[src/rtl/csr_trap_unit.sv]
// Machine-mode CSR file with illegal-instruction and external-interrupt trap sequencing.
// Build option: define CSR_IRQ_EN to enable the interrupt path and the mie register.
module csr_trap_unit (
  input  logic        clk_i,
  input  logic        rst_ni,
  input  logic        stall_i,
  input  logic        csr_we_i,
  input  logic [2:0]  csr_op_i,
  input  logic [11:0] csr_addr_i,
  input  logic [31:0] wd_i,
  input  logic [31:0] pc_i,
  input  logic        illegal_instr_i,
  input  logic        mret_i,
  input  logic        irq_req_i,
  output logic [31:0] read_data_o,
  output logic [31:0] mepc_o,
  output logic [31:0] trap_pc_o,
  output logic        trap_o,
  output logic        irq_ack_o
);

  localparam logic [11:0] ADDR_MIE      = 12'h304;
  localparam logic [11:0] ADDR_MTVEC    = 12'h305;
  localparam logic [11:0] ADDR_MSCRATCH = 12'h340;
  localparam logic [11:0] ADDR_MEPC     = 12'h341;
  localparam logic [11:0] ADDR_MCAUSE   = 12'h342;

  localparam logic [31:0] CAUSE_ILLEGAL = 32'h0000_0002;
  localparam logic [31:0] CAUSE_IRQ     = 32'h8000_0010;

  typedef enum logic [0:0] {
    RUN     = 1'b0,
    HANDLER = 1'b1
  } state_e;

  state_e      state_q, state_d;
  logic [31:0] mtvec_q, mtvec_d;
  logic [31:0] mscratch_q, mscratch_d;
  logic [31:0] mepc_q, mepc_d;
  logic [31:0] mcause_q, mcause_d;
  logic [31:0] mie_val;

  logic        illegal_trap;
  logic        irq_trap;
  logic        trap;
  logic        mret_take;
  logic        csr_commit;
  logic [31:0] old_val;
  logic [31:0] new_val;

  // funct3[2] only selects the operand source upstream
  logic        unused_op2;
  assign unused_op2 = csr_op_i[2];

`ifdef CSR_IRQ_EN
  logic [31:0] mie_q, mie_d;
  assign mie_val  = mie_q;
  assign irq_trap = (state_q == RUN) & irq_req_i & mie_q[16] & ~stall_i
                    & ~illegal_instr_i & ~mret_i;
`else
  logic        unused_irq;
  assign unused_irq = irq_req_i;
  assign mie_val    = '0;
  assign irq_trap   = 1'b0;
`endif

  assign illegal_trap = illegal_instr_i & ~stall_i;
  assign trap         = illegal_trap | irq_trap;
  assign mret_take    = (state_q == HANDLER) & mret_i & ~stall_i & ~illegal_instr_i;
  assign csr_commit   = csr_we_i & ~stall_i & ~illegal_instr_i & ~trap
                        & (csr_op_i[1:0] != 2'b00);

  always_comb begin
    old_val = '0;
    case (csr_addr_i)
      ADDR_MIE:      old_val = mie_val;
      ADDR_MTVEC:    old_val = mtvec_q;
      ADDR_MSCRATCH: old_val = mscratch_q;
      ADDR_MEPC:     old_val = mepc_q;
      ADDR_MCAUSE:   old_val = mcause_q;
      default:       old_val = '0;
    endcase
  end

  always_comb begin
    new_val = old_val;
    case (csr_op_i[1:0])
      2'b01:   new_val = wd_i;
      2'b10:   new_val = old_val | wd_i;
      2'b11:   new_val = old_val & ~wd_i;
      default: new_val = old_val;
    endcase
  end

  always_comb begin
    state_d    = state_q;
    mtvec_d    = mtvec_q;
    mscratch_d = mscratch_q;
    mepc_d     = mepc_q;
    mcause_d   = mcause_q;
`ifdef CSR_IRQ_EN
    mie_d      = mie_q;
`endif
    if (csr_commit) begin
      case (csr_addr_i)
`ifdef CSR_IRQ_EN
        ADDR_MIE:      mie_d      = new_val;
`endif
        ADDR_MTVEC:    mtvec_d    = new_val;
        ADDR_MSCRATCH: mscratch_d = new_val;
        ADDR_MEPC:     mepc_d     = new_val;
        ADDR_MCAUSE:   mcause_d   = new_val;
        default:       ;
      endcase
    end
    // trap capture overrides any same-cycle CSR write (csr_commit is already masked)
    if (trap) begin
      mepc_d   = pc_i;
      mcause_d = illegal_trap ? CAUSE_ILLEGAL : CAUSE_IRQ;
      state_d  = HANDLER;
    end else if (mret_take) begin
      state_d  = RUN;
    end
  end

  always_ff @(posedge clk_i or negedge rst_ni) begin
    if (!rst_ni) begin
      state_q    <= RUN;
      mtvec_q    <= '0;
      mscratch_q <= '0;
      mepc_q     <= '0;
      mcause_q   <= '0;
`ifdef CSR_IRQ_EN
      mie_q      <= '0;
`endif
    end else begin
      state_q    <= state_d;
      mtvec_q    <= mtvec_d;
      mscratch_q <= mscratch_d;
      mepc_q     <= mepc_d;
      mcause_q   <= mcause_d;
`ifdef CSR_IRQ_EN
      mie_q      <= mie_d;
`endif
    end
  end

  // gating with rst_ni drops the trap strobes immediately on async reset
  assign trap_o      = trap & rst_ni;
  assign irq_ack_o   = irq_trap & rst_ni;
  assign read_data_o = old_val;
  assign mepc_o      = mepc_q;
  assign trap_pc_o   = mtvec_q;

endmodule

[config.mk]
export PLATFORM = sky130hd
export DESIGN_NAME = csr_trap_unit
export DESIGN_NICKNAME = d
export VERILOG_FILES = /design/src/rtl/csr_trap_unit.sv
export SDC_FILE = /design/constraint.sdc
export NUM_CORES = 1
export LEC_CHECK = 0
export CELL_PAD_IN_SITES_DETAIL_PLACEMENT = 1
export CELL_PAD_IN_SITES_GLOBAL_PLACEMENT = 1
export CORE_MARGIN = 2
export CORE_UTILIZATION = 50
export CTS_BUF_LIST = sky130_fd_sc_hd__clkbuf_4 sky130_fd_sc_hd__clkbuf_8 sky130_fd_sc_hd__clkbuf_16
export DETAILED_ROUTE_END_ITERATION = 10
export DONT_BUFFER_PORTS = 1
export PLACE_DENSITY = 0.92
export SLEW_MARGIN = 0
export SYNTH_ARGS = -nofsm -noshare
export SYNTH_HDL_FRONTEND = slang
export SYNTH_SLANG_ARGS = --single-unit
export TNS_END_PERCENT = 20
[constraint.sdc]
create_clock -name clk_i -period 5.95 [get_ports clk_i]
set_clock_uncertainty 0.05 [all_clocks]
set_input_delay 1.19 -clock clk_i [delete_from_list [all_inputs] [get_ports clk_i]]
set_output_delay 1.19 -clock clk_i [all_outputs]
set_load 0.05 [all_outputs]
# Word level (Yosys, flattened, before mapping)

Cells that the tools add are included.

Register bits after elaboration: 128
Input port bits: 86

Equality and inequality tests: 7
Multiplexer cells: 8
Bitwise operators: 12
Reduce and logical (&&, ||, !) cells: 8

Operator list:

| kind                                            | count |
|---|---|
| two-way mux 32 bit                              | 6 |
| case mux 32 bit (4 select lines)                | 1 |
| case mux 32 bit (3 select lines)                | 1 |
| == test 12 x 10 -> 1 bit, second input constant | 4 |
| AND 32 bit                                      | 1 |
| inverter 32 bit                                 | 1 |
| OR 32 bit                                       | 1 |
| AND reduction 2 bit                             | 4 |
| nonzero test 2 bit                              | 4 |
| AND 1 bit                                       | 6 |
| == test 2 bit, second input constant            | 2 |
| inverter 1 bit                                  | 3 |
| == test 2 x 1 -> 1 bit, second input constant   | 1 |

# Depth between registers and ports, before layout

Gate-level depths: netlist (run 1).

Depth after elaboration: 7
Mapped depth: 9
Depth with buffers taken out: 7

# Least setup slack after synthesis (run 1)

Ideal clock, no wire load.

Path kind: input -> output
From: in csr_addr_i[3]
To: out read_data_o[20]
Arrival time: 2.956 ns
Path slack: 1.754 ns
Stages on the path: 6
Buffers on the path: 3
Cells stage by stage: nor4_2 -> nand4_1 -> clkbuf_1 -> buf_1 -> clkbuf_1 -> nor2_1

Cells in the longest elaborated chain, start to end: 2

Ends and longest elaborated chain:

| what                                 | RTL line | text |
|---|---|---|
| start: declaration                   | 9        | `input logic [11:0] csr_addr_i,` |
| == test 12 x 10 -> 1 bit             | 75       | `case (csr_addr_i)` |
| case mux 32 bit (4 select lines) (*) | 75       |  |
| end: declaration                     | 15       | `output logic [31:0] read_data_o,` |

Mark *: on every way between the ends. The rest lies on a longest branch, timed or not.

# Final worst setup path (run 1)

From: in csr_addr_i[1]
To: out read_data_o[7]

The elaborated chain is that of the path after synthesis.

==> results of run 1 <==
report_power, final:
group          switching [mW]  internal, mW  total (mW)  leakage, nW
Combinational          0.0891        0.0587       0.148         1.31
Clock                   0.365         0.729        1.09        0.314
Sequential              0.134         0.897        1.03         1.72
metal layers:
metal / global-route usage / wire, µm / vias to the layer above
met3: 0.105 / 1890 / 67
li1: - / - / 2883
met5: 0 / 0 / -
met1: 0.391 / 9620 / 3419
met4: 0.151 / 901 / 0
met2: 0.538 / 12000 / 301
sequential cells by signal (all words and copies together), names as in the netlist:
register    count
mscratch_q     32
mepc_o         32
mcause_q       32
trap_pc_o      32
worst max-delay path: stages:
cell,delay [ns]
and2b_1,0.36
and3b_1,0.84
buf_4,0.37
a22oi_1,0.16
nor2_1,0.21
buf_4,0.23
metrics by stage:
stage | hold WS, ns | total power [mW] | cell area, µm²
floorplan | 0.406 | 1.17 | 7090
global placement | 0.421 | 1.18 | 7360
detailed placement | 0.424 | 1.19 | 7360
CTS | 0.405 | 2.28 | 7990
global route | 0.392 | 2.35 | 7990
finish | 0.414 | 2.27 | 7990
cell usage in the layout (no fill, tap or decap), drive strengths merged, types with 2 or more instances in the layout:
master / synthesis / final
a211oi: 29 / 29
a21oi: 60 / 60
a22o: 3 / 3
a22oi: 61 / 61
and2: 3 / 3
buf: 23 / 41
bufinv: 0 / 3
clkbuf: 53 / 26
clkinv: 0 / 2
dfrtp: 128 / 128
inv: 5 / 5
mux2: 4 / 4
mux2i: 33 / 33
nand2: 67 / 67
nand2b: 30 / 30
nand3: 3 / 3
nand3b: 33 / 33
nor2: 121 / 121
nor2b: 6 / 6
nor3: 3 / 3
nor3b: 2 / 2
nor4: 4 / 4
o211ai: 3 / 3
o21ai: 93 / 93
o2bb2ai: 30 / 30
o31ai: 2 / 2
Yosys cell counts (all sizes together), types with 4 or more instances:
| cell | number | area [µm²] |
|---|---|---|
| o21ai | 93 | 465 |
| a211oi | 29 | 218 |
| nor2b | 6 | 37.5 |
| mux2i | 33 | 330 |
| dfrtp | 128 | 3200 |
| nand2b | 30 | 188 |
| nand3b | 33 | 248 |
| clkbuf | 53 | 199 |
| a22oi | 61 | 458 |
| nand2 | 67 | 251 |
| nor2 | 121 | 454 |
| nor4 | 4 | 52.6 |
| o2bb2ai | 30 | 263 |
| buf | 23 | 118 |
| mux2 | 4 | 45.0 |
| inv | 5 | 18.8 |
| a21oi | 60 | 300 |
cells by family (layout without fill, tap and decap cells):
kind of cell    after synthesis  count (layout)  share of synthesized area
flops                       128             128                      0.452
other cells                   1               1                   0.000529
compound gates              287             287                      0.257
buf+inv                      81              77                     0.0473
xor+xnor                      1               1                    0.00124
simple gates                278             278                      0.190
mux                          37              37                     0.0529
area by class of cell:
class	count	area share
Inverter	5	0.00235
Tap cell	180	0.0282
Sequential cell	128	0.401
Multi-Input combinational cell	604	0.452
Clock buffer	26	0.0656
Timing Repair Buffer	41	0.0385
Clock inverter	5	0.0125
path summary, 6_finish.rpt:
check / startpoint / endpoint / slack [ns] / cells past startpoint
max in group asynchronous: rst_ni / mscratch_q[14] / 5.18 / 0
hold / removal: rst_ni / mepc_o[0] / 0.41 / 0
hold reg to reg: mcause_q[12] / mcause_q[12] / 0.45 / 1
setup / recovery: csr_addr_i[1] / read_data_o[7] / 1.31 / 6
min in group clk_i: mcause_q[12] / mcause_q[12] / 0.45 / 1
setup reg to reg: mepc_o[31] / mscratch_q[31] / 3.75 / 7
==> reports/metrics.cfg, run 1 <==
[global_routing]
grt_pass1_vias = 7096
antenna_found_initial = 0
grtUsageTotal = 0.327
grt_pass1_wl_mm = 37.6
grt_start_max_net_pins = 130
grt_overflow = 0

[clock_tree]
cts_resized = 0
clkTransAtPathRegs_ns = 0.06
htree_levels = 4
clock_path_buffers = 2
cts_tree = yes
clock_latency_ns = 0.42
clock_sinks = 128
clock-root-buffer = clkbuf_16
numCtsBuffers = 17
post-cts-setup-buffers = 0
cts_hold_buf = 0

[synthesis]
yosysSeqAreaShare = 0.452
synth_edf_count = 0
synth_area_um2 = 7090
synth-seq-cells = 128
synth-main-ff-cell = dfrtp_1
syn_avg_cell_area_um2 = 8.72
synthCells = 813
synthDistinctLibCells = 45
synth-async-reset-ratio = 1.00
synth_nets = 899
ys_warn_count = 0

[floorplan]
ios = 184
coreArea_um2 = 13900
rows = 43
dieWidth_um = 123
fp.dieArea_um2 = 15200
die_y_um = 123
start_util = 0.511

[cells_and_area]
final_core_util = 0.576
multiInputGateArea_um2 = 3610
fill_cells = 1605
insertedDiodeCount = 0
regArea_um2 = 3200
instances_no_fill = 989
drive_above_1_share = 0.106
syn_to_final_growth_pct = 12.6
nNetsFinal = 883

[critical_path]
critical_path_class = input pin to output port
cp.arrival_ns = 3.40
cp-end-kind = output port
startpoint_type = input pin
path_max_fanout = 67
critPathRequiredTime_ns = 4.71

[sta]
max_freq_ghz = 0.216
relSlewSlack = 0.154
hold_viol_final = 0
grt_setup_unrepaired = false
finalCritPeriodShare = 0.779
period_minus_slack_ns = 4.64
drv_slew = 0
finalSetupTns_ns = 0
fin_ws_ns = 1.31
worstMarginPinSlew_ns = 1.26
finalSetupViolCount = 0

[worst_hold_path]
hold_class = input pin to async pin

[routing]
drcViolationCount = 0
via_per_inst = 6.74
wl_per_cell_um = 24.7
drt_first_pass_iters = 7
drtAntennaViolNets = 0
vias = 6670
drtIter0Drc = 469
drt-total-wl_mm = 24.4

[place]
pre_cts_ws_ns = 1.47
dpl.cell_count = 958
gp_congestion = 0.785
hpwl_mm = 15.0
io_buffers = 0

[power_and_ir_drop]
max-vdd-ir-drop_uv = 206
p_leak_nw = 3.35
powerDensity_nw_per_um2 = 285

[outcome]
status = completed

[run]
maxCapViolCount = 0

Power figures use the tool's default switching activity.
==> inputs of run 2 (changes only) <==
--- a/config.mk
+++ b/config.mk
@@ -8,11 +8,11 @@
 export CELL_PAD_IN_SITES_DETAIL_PLACEMENT = 1
 export CELL_PAD_IN_SITES_GLOBAL_PLACEMENT = 1
 export CORE_MARGIN = 2
-export CORE_UTILIZATION = 50
+export CORE_UTILIZATION = 43
 export CTS_BUF_LIST = sky130_fd_sc_hd__clkbuf_4 sky130_fd_sc_hd__clkbuf_8 sky130_fd_sc_hd__clkbuf_16
 export DETAILED_ROUTE_END_ITERATION = 10
 export DONT_BUFFER_PORTS = 1
-export PLACE_DENSITY = 0.92
+export PLACE_DENSITY = 0.85
 export SLEW_MARGIN = 0
 export SYNTH_ARGS = -nofsm -noshare
 export SYNTH_HDL_FRONTEND = slang
==> constraint.sdc (replaced) <==
create_clock -name clk_i -period 4.2 [get_ports clk_i]
set_clock_uncertainty 0.05 [all_clocks]
set_input_delay 0.84 -clock clk_i [delete_from_list [all_inputs] [get_ports clk_i]]
set_output_delay 0.84 -clock clk_i [all_outputs]
set_load 0.05 [all_outputs]
==> run 2 against run 1 <==
  * Wire length grew 0.97%
  * Via count shrank 1.4%
  * Combinational power grew 41%
  * Final cell count grew 4.2%
  * Cell area grew 0.55%
  * Sequential power grew 42%
  * Critical path depth is the same
  * Setup slack lost 0.63 ns
  * Clock power grew 34%
  * Count of clock-buffer cells in the layout shrank 3
  * Sequential share of layout area shrank 0.22 points
  * Largest cell class unchanged
  * Highest routed layer unchanged
==> reports/metrics.cfg, run 2 (synthesis results as in run 1) <==
[critical_path]
cp-end-kind = output port
crit_path_top_delay_cell = and3b_2
critical_path_class = input pin to output port
path_max_fanout = 68
cp_cell_sequence = and2b_1 -> and3b_2 -> buf_4 -> a22oi_1 -> nor2_1 -> buf_4
startpoint_type = input pin
critPathRequiredTime_ns = 3.31
slowest_delay_ns = 0.61
cp.arrival_ns = 2.62
cp_common_cell = buf_4

[routing]
drt-total-wl_mm = 24.6
drt_first_pass_iters = 5
vias = 6575
wl_per_cell_um = 23.9
drcViolationCount = 0
drtAntennaViolNets = 0
drtIter0Drc = 553
via_per_inst = 6.38

[clock_tree]
clock-root-buffer = clkbuf_16
numCtsBuffers = 17
cts_tree = yes
clock_latency_ns = 0.42
clock_sinks = 128
clock_path_buffers = 2
htree_levels = 4
post-cts-setup-buffers = 0
cts_hold_buf = 0
clkTransAtPathRegs_ns = 0.05
cts_resized = 0

[cells_and_area]
stdcell_area_um2 = 8030
nNetsFinal = 889
final_core_util = 0.502
final_cell_mix = dfrtp_1, nor2_1, o21ai_0, nand2_1, a22oi_1
final_common_cell = dfrtp_1
drive_above_1_share = 0.113
instances_no_fill = 1031
syn_to_final_growth_pct = 13.3
fill_cells = 1851
multiInputGateArea_um2 = 3610
regArea_um2 = 3200

[power_and_ir_drop]
switching_share = 0.270
p_int_mw = 2.28
p_sw_mw = 0.845
powerDensity_nw_per_um2 = 389
seq_power_share = 0.467
p_leak_nw = 3.36
finalPower_mw = 3.13
max-vdd-ir-drop_uv = 284
pwr-share-clk = 0.466
combPwrFrac = 0.067

[floorplan]
coreArea_um2 = 16000
die_y_um = 132
dieWidth_um = 132
ios = 184
rows = 46
start_util = 0.443
fp.dieArea_um2 = 17500

[place]
io_buffers = 0
pre_cts_ws_ns = 0.716
dpl_cell_area_um2 = 7460
dpl.cell_count = 1000
gp_congestion = 0.782
hpwl_mm = 15.9

[outcome]
status = completed

[global_routing]
antenna_found_initial = 0
grt_start_max_net_pins = 130
grt_pass1_wl_mm = 39.5
grt_pass1_vias = 7145
grt_overflow = 0
grtUsageTotal = 0.286

[sta]
finalSetupViolCount = 0
fin_ws_ns = 0.685
period_minus_slack_ns = 3.51
relSlewSlack = 0.270
drv_slew = 0
worstMarginPinSlew_ns = 1.09
finalCritPeriodShare = 0.837
max_freq_ghz = 0.285
hold_viol_final = 0
timing.hold.ws_ns = 0.0640
grt_setup_unrepaired = false
finalSetupTns_ns = 0

[worst_hold_path]
hold_class = input pin to async pin

[run]
maxCapViolCount = 0

==> run 2: cell types whose count changed in the layout (fill, tap and decap cells not counted), sizes merged <==
cell	change
bufinv	-1
diode	+1
clkinv	+3
buf	+6
clkbuf	-3
==> run 2: critical path, delay by kind of cell <==
| family | cells | cell delay [ns] |
|---|---|---|
| buffers and inverters | 2 | 0.53 |
| AND/OR/NAND/NOR | 3 | 1.04 |
| AO/OA/AOI/OAI | 1 | 0.14 |
==> run 2: cell type report <==
type,count,area share
clock inverter,7,0.0106
antenna,1,0.000312
tap,216,0.0336
multi-input combinational,604,0.450
inverter,5,0.00234
clock buffer,23,0.0609
sequential,128,0.399
timing repair buffer,47,0.0439
==> run 2: final timing paths <==
| kind | start | slack (ns) | to | cells after the start |
|---|---|---|---|---|
| min reg2reg | mcause_q[3] | 0.44 | mcause_q[3] | 1 |
| max | csr_addr_i[0] | 0.69 | read_data_o[18] | 6 |
| min in group clk_i | mcause_q[3] | 0.44 | mcause_q[3] | 1 |
| max reg2reg | mepc_o[1] | 2.05 | mcause_q[1] | 6 |
| max in group asynchronous | rst_ni | 3.84 | mcause_q[20] | 0 |
| min | rst_ni | 0.06 | mscratch_q[25] | 0 |
==> run 2: power by group through the flow <==
stage	clock, mW	combinational [mW]	sequential (mW)
2_1_floorplan	0	0.189	1.46
3_3_place_gp	0	0.193	1.48
3_5_place_dp	0	0.207	1.48
4_1_cts	1.48	0.210	1.46
5_1_grt	1.53	0.234	1.47
6_report	1.46	0.209	1.46
==> run 2: per-layer routing <==
layer / up-vias / wire length (µm) / global-route usage
met5: - / 0 / 0
met4: 0 / 509 / 0.103
met3: 38 / 2050 / 0.0893
met2: 282 / 12400 / 0.490
met1: 3355 / 9690 / 0.338
li1: 2900 / - / -
==> inputs of run 3 (changes only) <==
--- a/config.mk
+++ b/config.mk
@@ -8,11 +8,11 @@
 export CELL_PAD_IN_SITES_DETAIL_PLACEMENT = 1
 export CELL_PAD_IN_SITES_GLOBAL_PLACEMENT = 1
 export CORE_MARGIN = 2
-export CORE_UTILIZATION = 43
+export CORE_UTILIZATION = 47
 export CTS_BUF_LIST = sky130_fd_sc_hd__clkbuf_4 sky130_fd_sc_hd__clkbuf_8 sky130_fd_sc_hd__clkbuf_16
 export DETAILED_ROUTE_END_ITERATION = 10
 export DONT_BUFFER_PORTS = 1
-export PLACE_DENSITY = 0.85
+export PLACE_DENSITY = 0.87
 export SLEW_MARGIN = 0
 export SYNTH_ARGS = -nofsm -noshare
 export SYNTH_HDL_FRONTEND = slang
==> constraint.sdc (replaced) <==
create_clock -name clk_i -period 3.5 [get_ports clk_i]
set_clock_uncertainty 0.05 [all_clocks]
set_input_delay 0.7 -clock clk_i [delete_from_list [all_inputs] [get_ports clk_i]]
set_output_delay 0.7 -clock clk_i [all_outputs]
set_load 0.05 [all_outputs]
==> run 3 against run 2 <==
  * The run now ends with hold timing left
  * Largest power group is now the clock network
  * Global-route usage grew 2.6 points
  * Wire length grew 0.53%
  * Sequential share of layout area shrank 0.13 points
  * Critical endpoint is now read_data_o[31]
==> reports/metrics.cfg, run 3 (synthesis results as in run 1) <==
[critical_path]
path_max_fanout = 67
startpoint_type = input pin
critical_path_class = input pin to output port
cp.arrival_ns = 2.31
critPathRequiredTime_ns = 2.75
cp-end-kind = output port

[outcome]
violations = hold timing
status = complete, but fails checks

[floorplan]
dieWidth_um = 127
ios = 184
coreArea_um2 = 14600
start_util = 0.484
die_y_um = 127
fp.dieArea_um2 = 16100
rows = 44

[sta]
timing.hold.ws_ns = -0.0719
grt_setup_unrepaired = false
finalCritPeriodShare = 0.873
period_minus_slack_ns = 3.06
max_freq_ghz = 0.327
hold_viol_final = 128
drv_slew = 0
relSlewSlack = 0.257
finalSetupViolCount = 0
worstMarginPinSlew_ns = 1.11
finalSetupTns_ns = 0

[global_routing]
grtUsageTotal = 0.311
grt_pass1_vias = 7141
grt_pass1_wl_mm = 39.0
grt_overflow = 0
antenna_found_initial = 0
grt_start_max_net_pins = 130

[routing]
vias = 6659
drt-total-wl_mm = 24.7
drt_first_pass_iters = 5
via_per_inst = 6.66
drtIter0Drc = 522
drcViolationCount = 0
drtAntennaViolNets = 0
wl_per_cell_um = 24.7

[cells_and_area]
stdcell_area_um2 = 8060
nNetsFinal = 890
instances_no_fill = 1000
drive_above_1_share = 0.114
final_core_util = 0.550
insertedDiodeCount = 0
regArea_um2 = 3200
final_cell_mix = dfrtp_1, nor2_1, o21ai_0, nand2_1, a22oi_1
multiInputGateArea_um2 = 3610
syn_to_final_growth_pct = 13.6
fill_cells = 1673
final_common_cell = dfrtp_1

[clock_tree]
cts_tree = yes
clock_path_buffers = 2
cts_resized = 0
clock-root-buffer = clkbuf_16
clock_latency_ns = 0.42
clkTransAtPathRegs_ns = 0.06
htree_levels = 4
numCtsBuffers = 17
clock_sinks = 128
post-cts-setup-buffers = 0

[worst_hold_path]
hold_class = input pin to async pin

[run]
maxCapViolCount = 0

[power_and_ir_drop]
powerDensity_nw_per_um2 = 482
max-vdd-ir-drop_uv = 342
p_leak_nw = 3.39

[place]
io_buffers = 0
dpl.cell_count = 969
hpwl_mm = 15.2
dpl_cell_area_um2 = 7430
gp_congestion = 0.842

[run 3: power by group]
part | internal [mW] | total (mW) | switching (mW)
Clock | 1.24 | 1.88 | 0.637
Sequential | 1.52 | 1.75 | 0.226
Combinational | 0.101 | 0.256 | 0.154
[run 3: metal layers]
metal,vias to the layer above,global-route usage,wire (µm)
met5,-,0,0
met4,0,0.130,724
met3,58,0.0780,1740
met2,293,0.526,12200
met1,3406,0.382,10100
li1,2902,-,-
[run 3: cell type report]
| class | count | area share |
|---|---|---|
| repair buffers | 48 | 0.0463 |
| clock inverters | 5 | 0.0124 |
| multi-input cells | 604 | 0.448 |
| well taps | 184 | 0.0286 |
| clock buffers | 26 | 0.0651 |
| inverters | 5 | 0.00233 |
| flip-flops and latches | 128 | 0.397 |
[run 3: stage by stage]
step	worst slack (ns)	hold slack, ns	power, mW
CTS	0.506	-0.0901	3.90
detailed placement	0.518	0.361	2.03
global route	0.422	-0.0910	3.99
global placement	0.635	0.361	2.01
floorplan	0.284	0.354	1.98
finish	0.444	-0.0719	3.88
[run 3: path summary, 6_finish.rpt]
check,from,end,slack (ns),cells past startpoint
max,csr_addr_i[1],read_data_o[31],0.44,6
min,rst_ni,mepc_o[0],-0.07,0
max reg2reg,mepc_o[31],mscratch_q[31],1.30,6
min reg2reg,mcause_q[2],mcause_q[2],0.44,1
max in group asynchronous,rst_ni,trap_pc_o[9],3.23,0
min in group clk_i,pc_i[3],mepc_o[3],0.38,2
[run 3: critical path, cell delays in order]
cell,delay [ns]
and2b_1,0.34
and3b_1,0.23
buf_4,0.27
a22oi_1,0.21
nor2_1,0.27
buf_4,0.25
